## config.mk

```make
export PLATFORM = sky130hd
export DESIGN_NAME = pipe_skid_stage
export DESIGN_NICKNAME = d
export VERILOG_FILES = /design/src/rtl/pipe_pkg.sv /design/src/rtl/dff_en_sync.sv /design/src/rtl/pipe_skid_stage.sv
export SDC_FILE = /design/constraint.sdc
export NUM_CORES = 1
export LEC_CHECK = 0
export CAP_MARGIN = 20
export CORE_AREA = 8 8 94 96
export DETAILED_ROUTE_END_ITERATION = 8
export DIE_AREA = 0 0 102 104
export PLACE_DENSITY = 0.71
export SYNTH_ARGS = -nofsm -noshare
export SYNTH_HDL_FRONTEND = slang
export SYNTH_SLANG_ARGS = --single-unit
```

## constraint.sdc

```tcl
create_clock -name clk -period 1.9 [get_ports clk]
set_input_delay 0.475 -clock clk [delete_from_list [all_inputs] [get_ports clk]]
set_output_delay 0.475 -clock clk [all_outputs]
set_load 0.05 [all_outputs]
```

## src/rtl/pipe_pkg.sv

```systemverilog
// Shared definitions for the pipeline skid stage: state encoding and the
// state-to-occupancy mapping used by the top level.
package pipe_pkg;

    typedef enum logic [1:0] {
        ST_EMPTY = 2'd0,
        ST_ONE   = 2'd1,
        ST_FULL  = 2'd2
    } state_t;

    function automatic logic [1:0] occ_of(input state_t s);
        case (s)
            ST_EMPTY: occ_of = 2'd0;
            ST_ONE:   occ_of = 2'd1;
            ST_FULL:  occ_of = 2'd2;
            default:  occ_of = 2'd0;
        endcase
    endfunction

endpackage

```

## src/rtl/dff_en_sync.sv

```systemverilog
// WIDTH-bit register with synchronous reset, synchronous clear and load enable.
// Priority: reset, then clear, then enable.
module dff_en_sync #(
    parameter int WIDTH = 32
) (
    input  logic             clk,
    input  logic             reset,
    input  logic             clr,
    input  logic             en,
    input  logic [WIDTH-1:0] d,
    output logic [WIDTH-1:0] q
);

    always_ff @(posedge clk) begin
        if (reset) begin
            q <= '0;
        end else if (clr) begin
            q <= '0;
        end else if (en) begin
            q <= d;
        end
    end

endmodule

```

## src/rtl/pipe_skid_stage.sv

```systemverilog
// Two-entry skid buffer: out_data comes straight from the main register and
// in_ready depends only on registered state, never on out_ready.
module pipe_skid_stage
    import pipe_pkg::*;
#(
    parameter int WIDTH      = 32,
    parameter bit CLEAR_DATA = 1'b1
) (
    input  logic             clk,
    input  logic             reset,
    input  logic             flush,
    input  logic             in_valid,
    output logic             in_ready,
    input  logic [WIDTH-1:0] in_data,
    output logic             out_valid,
    input  logic             out_ready,
    output logic [WIDTH-1:0] out_data,
    output logic [1:0]       occupancy
);

    // Handshake: a beat moves on a port only in a cycle where valid and ready
    // are both high at the rising edge; valid never waits on ready.
    state_t           state_q, state_d;
    logic             in_fire, out_fire;
    logic             main_en, skid_en, data_clr;
    logic [WIDTH-1:0] main_d, main_q, skid_q;

    assign out_valid = (state_q != ST_EMPTY);
    assign in_ready  = (state_q != ST_FULL);
    assign occupancy = occ_of(state_q);
    assign out_data  = main_q;
    assign in_fire   = in_valid & in_ready;
    assign out_fire  = out_valid & out_ready;

    always_comb begin
        state_d  = state_q;
        main_en  = 1'b0;
        skid_en  = 1'b0;
        main_d   = in_data;
        data_clr = flush & CLEAR_DATA;
        if (flush) begin
            // Kill wins over any same-cycle handshake; payload is either
            // cleared (data_clr) or simply left untouched.
            state_d = ST_EMPTY;
        end else begin
            case (state_q)
                ST_EMPTY: begin
                    if (in_fire) begin
                        main_en = 1'b1;
                        state_d = ST_ONE;
                    end
                end
                ST_ONE: begin
                    if (in_fire && out_fire) begin
                        main_en = 1'b1;
                    end else if (in_fire) begin
                        skid_en = 1'b1;
                        state_d = ST_FULL;
                    end else if (out_fire) begin
                        state_d = ST_EMPTY;
                    end
                end
                ST_FULL: begin
                    if (out_fire) begin
                        main_d  = skid_q;
                        main_en = 1'b1;
                        state_d = ST_ONE;
                    end
                end
                default: state_d = ST_EMPTY;
            endcase
        end
    end

    always_ff @(posedge clk) begin
        if (reset) begin
            state_q <= ST_EMPTY;
        end else begin
            state_q <= state_d;
        end
    end

    dff_en_sync #(.WIDTH(WIDTH)) u_main (
        .clk   (clk),
        .reset (reset),
        .clr   (data_clr),
        .en    (main_en),
        .d     (main_d),
        .q     (main_q)
    );

    dff_en_sync #(.WIDTH(WIDTH)) u_skid (
        .clk   (clk),
        .reset (reset),
        .clr   (data_clr),
        .en    (skid_en),
        .d     (in_data),
        .q     (skid_q)
    );

endmodule

```

=== Yosys cells after proc, flatten, opt, wreduce, memory -nomap -nowiden ===
Cells that the tools add are included.

* Reduce and logical (&&, ||, !) cells: 5
* $add $sub $neg: 0
* Div/mod/pow operators: 0
* Shifts and indexed selects: 0
* Equal/unequal tests: 7
* Multiplexer cells: 17
* Bitwise operators: 2
* Multipliers: 0
* Magnitude comparators: 0

{| class="wikitable"
|+ Operators with widths
! operator !! count
|-
| two-way mux 32 bit || 2
|-
| two-way mux 2 bit || 5
|-
| inequality test 2 bit (second input constant) || 4
|-
| two-way mux 1 bit || 7
|-
| case mux 2 bit (3 select lines) || 1
|-
| case mux 2 bit (2 select lines) || 1
|-
| AND reduction 4 bit || 1
|-
| inequality test 3 bit (second input constant) || 1
|-
| case mux 1 bit (3 select lines) || 1
|-
| bitwise AND 1 bit || 2
|-
| == test 2 x 1 -> 1 bit (second input constant) || 1
|-
| == test 2 bit (second input constant) || 1
|-
| logical NOT 2 bit || 1
|-
| nonzero test 2 bit || 1
|-
| OR reduction 2 bit || 1
|-
| logical AND 1 bit || 1
|}

* Logic and storage cells: 34
* Bits in read-only memories: 0
* Output and inout bits: 36
* Latch bits: 0
* Flip-flop bits (word level): 66
* Bits in writable memories: 0
* Memories: 0
* Input port bits: 37

=== Logic depth before layout (Yosys ltp) ===
* Word-level depth: 6
* Depth in mapped cells: 5
* Mapped depth without buffers: 3

=== Hierarchy ===
Synthesis repeated with hierarchy kept, for this count alone.

* Cells, all modules: 263
* Area, all modules: 2,859.0 sq um

{| class="wikitable"
|+ By module, submodules not included
! module !! times used !! cells each !! seq. area each (sq um) !! area an instance (sq um)
|-
| dff_en_sync || 2 || 105 || 640.6 || 1,156.1
|-
| pipe_skid_stage || 1 || 53 || 40.0 || 546.8
|}

=== Worst setup path after synthesis ===
Ideal clock, no wire load.

* Path type: reg2out
* From: register state_q[1]
* To: output port occupancy[1]
* Setup slack: 0.170 ns
* Cell stages (with the launch flop): 3
* Buffers on the path: 0
* Arrival: 1.255 ns
* Required time: 1.425 ns
* Cells stage by stage: dfxtp_1 or2b_1 inv_1

* Cells in the longest elaborated chain, start to end: 2
* Elaborated cells on any way between the ends: 3
* Those cells by class: 2 x eq/ne; 1 x mux

{| class="wikitable"
|+ Ends and longest elaborated chain
! item !! line !! RTL
|-
| start, declared || pipe_skid_stage.sv:23 || <nowiki>state_t state_q, state_d;</nowiki>
|-
| start signal, assigned || pipe_skid_stage.sv:79 || <nowiki>state_q <= state_d;</nowiki>
|-
| == test 2 bit / == test 2 x 1 -> 1 bit (equally long branches) || pipe_pkg.sv:12 || <nowiki>case (s)</nowiki>
|-
| case mux 2 bit (2 select lines) * || pipe_pkg.sv:12 ||
|-
| end, declared || pipe_skid_stage.sv:18 || <nowiki>output logic [1:0] occupancy</nowiki>
|}

Every way passes the cells marked *; elsewhere a longest branch is shown, timed or not.

=== Worst setup path in the final report ===
Same ends and word-level chain as after synthesis.

==> report_table.html <==
<table>
<tr><th>Metric</th><th>Value</th></tr>
<tr><th colspan="2">CTS</th></tr>
<tr><td>Source-to-sink clock delay at the later pin of the worst-skew pair</td><td>0.33 ns</td></tr>
<tr><td># clock sinks</td><td>66</td></tr>
<tr><td>Number of gates resized after CTS</td><td>0</td></tr>
<tr><td>Hold-fix buffer count after cts</td><td>0</td></tr>
<tr><td>Clock buffer count from CTS</td><td>9</td></tr>
<tr><td>CTS H-Tree Depth</td><td>3</td></tr>
<tr><td>Setup Buffers After CTS</td><td>0</td></tr>
<tr><td>Clk slew on worst S/H paths</td><td>0.06 ns</td></tr>
<tr><td>TritonCTS clock tree</td><td>done</td></tr>
<tr><td>Clock root buffer master</td><td>sky130_fd_sc_hd__clkbuf_8</td></tr>
<tr><td>Longest Clk Path Bufs</td><td>2</td></tr>
<tr><th colspan="2">STA</th></tr>
<tr><td>Final hold violations</td><td>0</td></tr>
<tr><td>Crit share post-route</td><td>0.9266</td></tr>
<tr><td>Relative slew slack</td><td>0.7930</td></tr>
<tr><td>Setup clock skew after layout</td><td>0.003716 ns</td></tr>
<tr><td>Setup repair after global routing missed its margin</td><td>no</td></tr>
<tr><td>Crit path time final</td><td>1.761 ns</td></tr>
<tr><td>Maximum clock frequency</td><td>568.0 MHz</td></tr>
<tr><td>Final number of setup-violating endpoints</td><td>0</td></tr>
<tr><td>Tightest Pin Transition</td><td>0.3087 ns</td></tr>
<tr><td>Number of pins exceeding their max-slew limit in the final report</td><td>0</td></tr>
<tr><td>Worst Setup Slack, final</td><td>0.1395 ns</td></tr>
<tr><th colspan="2">Worst setup path</th></tr>
<tr><td>Critical Path End Type</td><td>output port</td></tr>
<tr><td>Crit start category</td><td>register</td></tr>
<tr><td>Arrival time at the worst endpoint</td><td>1.29 ns</td></tr>
<tr><td>Reg-to-reg critical path startpoint</td><td>state_q[0]$_SDFFE_PP0P_</td></tr>
<tr><td>Reg2Reg Setup Slack</td><td>0.43 ns</td></tr>
<tr><td>Cell-by-cell trace of the critical path</td><td>or2b_1 &gt; inv_1 &gt; buf_12</td></tr>
<tr><td>Required time of the critical path</td><td>1.42 ns</td></tr>
<tr><td>Reg2reg path depth</td><td>4</td></tr>
<tr><td>FF-to-FF End</td><td>u_main.q[27]$_SDFFE_PP0P_</td></tr>
<tr><td>Biggest cell delay along the critical path</td><td>0.43 ns</td></tr>
<tr><td>Maximum fanout along the worst path</td><td>10</td></tr>
<tr><td>Crit path kind</td><td>register to output port</td></tr>
<tr><td>Worst Setup SP</td><td>state_q[1]$_SDFFE_PP0P_</td></tr>
<tr><td>Destination of the critical timing path</td><td>occupancy[1]</td></tr>
<tr><td>Max stage delay cell, worst path</td><td>sky130_fd_sc_hd__dfxtp_2</td></tr>
<tr><th colspan="2">Synth</th></tr>
<tr><td>Fraction of registers with async set or reset after synthesis</td><td>0</td></tr>
<tr><td>Synth unique cells</td><td>22</td></tr>
<tr><td>Library cell with the largest summed area after synthesis</td><td>sky130_fd_sc_hd__dfxtp_1</td></tr>
<tr><td>Fraction of the yosys area taken by sequential cells</td><td>0.4619</td></tr>
<tr><td>Gate count after technology mapping</td><td>346</td></tr>
<tr><td>Leading cell types by count after synthesis</td><td>sky130_fd_sc_hd__nand2_1 (130), sky130_fd_sc_hd__dfxtp_1 (66), sky130_fd_sc_hd__a211oi_1 (33), sky130_fd_sc_hd__a21oi_1 (33), sky130_fd_sc_hd__a311oi_1 (31)</td></tr>
<tr><td>Yosys top cell area share</td><td>0.4619</td></tr>
<tr><td>Syn avg cell area</td><td>8.267 um^2</td></tr>
<tr><td>Number of warnings printed during yosys synthesis</td><td>0</td></tr>
<tr><td>Ranking of synthesized cells by area</td><td>sky130_fd_sc_hd__dfxtp_1 (46%), sky130_fd_sc_hd__nand2_1 (17%), sky130_fd_sc_hd__a311oi_1 (9.5%)</td></tr>
<tr><td>Dominant cell by count in the synthesized netlist</td><td>sky130_fd_sc_hd__nand2_1</td></tr>
<tr><td>Number of synthesized register bits</td><td>66</td></tr>
<tr><td>Mapped Area</td><td>2860 um^2</td></tr>
<tr><td>Syn_nets</td><td>383</td></tr>
<tr><td>Most used flip-flop cell after synthesis</td><td>sky130_fd_sc_hd__dfxtp_1</td></tr>
<tr><td>Number of flops mapped to enable cells by yosys</td><td>0</td></tr>
<tr><th colspan="2">Place</th></tr>
<tr><td>Placer's final routability congestion estimate</td><td>0.7557</td></tr>
<tr><td>Total half-perimeter wirelength after legalization and detailed placement</td><td>5234 um</td></tr>
<tr><td>Count of port buffers added during placement</td><td>72</td></tr>
<tr><td>Post-placement worst setup slack</td><td>-0.03173 ns</td></tr>
<tr><td>Cell Count Post-Placement</td><td>502</td></tr>
<tr><td>Placed instance area</td><td>3686 um^2</td></tr>
<tr><th colspan="2">Routing</th></tr>
<tr><td>Post-route DRC violation count</td><td>0</td></tr>
<tr><td>Total vias in the final route</td><td>2707</td></tr>
<tr><td>Drt first pass iters</td><td>4</td></tr>
<tr><td>Remaining number of nets flagged by the antenna check after routing</td><td>0</td></tr>
<tr><td>Number of DRC violations after detailed-routing iteration 0</td><td>157</td></tr>
<tr><td>Detail-routed net length per standard cell</td><td>15.25 um</td></tr>
<tr><td>Post-Route WL</td><td>7885 um</td></tr>
<tr><td>Number of vias per cell</td><td>5.236</td></tr>
<tr><th colspan="2">Die</th></tr>
<tr><td>Cell row count</td><td>32</td></tr>
<tr><td>Starting Density</td><td>0.3841</td></tr>
<tr><td>Horizontal die dimension</td><td>102 um</td></tr>
<tr><td>Die area</td><td>10610 um^2</td></tr>
<tr><td>Area of the core</td><td>7447 um^2</td></tr>
<tr><td>Top-Level Pins</td><td>73</td></tr>
<tr><td>Floorplan die height</td><td>104 um</td></tr>
<tr><th colspan="2">Final layout</th></tr>
<tr><td>Filler cell count</td><td>745</td></tr>
<tr><td>Area Growth Syn to Fin</td><td>35.39%</td></tr>
<tr><td>Total number of nets in the final design</td><td>448</td></tr>
<tr><td>Design area</td><td>3872 um^2</td></tr>
<tr><td>Antenna cell count</td><td>0</td></tr>
<tr><td>Share of post-route cells with drive strength above 1</td><td>0.1807</td></tr>
<tr><td>Non-filler instance count after layout</td><td>517</td></tr>
<tr><th colspan="2">Global routing</th></tr>
<tr><td>Via count of the first global-routing pass</td><td>2724</td></tr>
<tr><td>Remaining global-route overflow</td><td>0</td></tr>
<tr><td>Global routing usage summed across all routing layers</td><td>0.1529</td></tr>
<tr><td>Maximum number of pins on one net before global-route repair</td><td>45</td></tr>
<tr><td>Antenna violations before repair</td><td>0</td></tr>
<tr><td>Global-route wire length before repair</td><td>13210 um</td></tr>
<tr><th colspan="2">Power and ir drop</th></tr>
<tr><td>Worst vdd rail ir drop</td><td>0.3369 mV</td></tr>
<tr><td>Static Leak</td><td>1.424 nW</td></tr>
<tr><td>Power per unit of standard cell area</td><td>792.1 nW/um^2</td></tr>
<tr><th colspan="2">Worst hold path</th></tr>
<tr><td>Path class of the lowest-slack min-delay path</td><td>register to register</td></tr>
<tr><th colspan="2">Run</th></tr>
<tr><td>Max-capacitance violation count</td><td>0</td></tr>
<tr><th colspan="2">Outcome</th></tr>
<tr><td>Result of the run</td><td>complete, no violations</td></tr>
</table>
-- per-layer routing --
layer / vias up / share of wire / track usage
met1: 1280 / 0.43 / 0.1815
met5: - / 0 / 0
met3: 13 / 0.053 / 0.04552
li1: 1347 / - / -
met4: 0 / 0.019 / 0.05981
met2: 67 / 0.49 / 0.2490
-- per-stage QoR --
stage           TNS, ns  utilization  hold slack [ns]  power (mW)
4_1_cts               0       0.5198           0.4557       3.096
3_3_place_gp          0       0.4950           0.4412       1.956
6_report              0       0.5200           0.4555       3.068
2_1_floorplan         0            -           0.4366       1.749
5_1_grt               0       0.5200           0.4671       3.189
3_5_place_dp   -0.07268       0.4950           0.4465       1.961
-- layout by cell type (no fill, tap or decap), types with 2 or more instances in the layout --
cell type	instances
sky130_fd_sc_hd__clkdlybuf4s50_1	36
sky130_fd_sc_hd__clkbuf_8	10
sky130_fd_sc_hd__a211oi_1	33
sky130_fd_sc_hd__buf_12	12
sky130_fd_sc_hd__a21o_1	2
sky130_fd_sc_hd__a311oi_1	31
sky130_fd_sc_hd__a21oi_1	33
sky130_fd_sc_hd__buf_4	42
sky130_fd_sc_hd__clkinv_2	2
sky130_fd_sc_hd__nand2_1	130
sky130_fd_sc_hd__or2_2	2
sky130_fd_sc_hd__clkbuf_1	2
sky130_fd_sc_hd__dfxtp_1	65
-- area by class of cell --
class,count,area [um^2],share of cell area
inverters,1,3.754,0.0009693
flip-flops and latches,66,1323,0.3415
clock buffers,12,145.1,0.03748
clock inverters,3,40.04,0.01034
multi-input cells,243,1318,0.3402
repair buffers,90,915.9,0.2365
well taps,102,127.6,0.03296
-- logic make-up (layout without fill, tap and decap cells) --
kind of cell,Yosys count,after routing,synth area share
buf+inv,37,106,0.08224
simple gates,142,142,0.2034
compound gates,101,101,0.2524
flops,66,66,0.4619
-- power by group --
| group | total (mW) | internal [mW] | switching, mW |
|---|---|---|---|
| sequential | 1.45 | 1.42 | 0.0252 |
| clock | 1.14 | 0.631 | 0.505 |
| combinational | 0.485 | 0.208 | 0.277 |
-- worst max-delay path, delay by kind of cell (launching register included) --
kind,cells,cell delay (ns)
and+or+nand+nor,1,0.28
DFF,1,0.43
buffers and inverters,2,0.24
-- state kept, by name, summed over array words and instances, names as in the netlist --
name      cells
u_skid.q     32
u_main.q     32
state_q       2
-- how the worst min path moves through the flow --
stage / to / from / slack (ns) / depth (start not counted)
3_3_place_gp: u_skid.q[25]$_SDFFE_PP0P_ / u_skid.q[25]$_SDFFE_PP0P_ / 0.44 / 2
5_1_grt: u_skid.q[10]$_SDFFE_PP0P_ / u_skid.q[10]$_SDFFE_PP0P_ / 0.47 / 2
3_5_place_dp: u_skid.q[10]$_SDFFE_PP0P_ / u_skid.q[10]$_SDFFE_PP0P_ / 0.45 / 2
4_1_cts: u_skid.q[10]$_SDFFE_PP0P_ / u_skid.q[10]$_SDFFE_PP0P_ / 0.46 / 2
2_1_floorplan: u_skid.q[0]$_SDFFE_PP0P_ / u_skid.q[0]$_SDFFE_PP0P_ / 0.44 / 2
6_report: u_skid.q[10]$_SDFFE_PP0P_ / u_skid.q[10]$_SDFFE_PP0P_ / 0.46 / 2
Power figures use the tool's default switching activity.
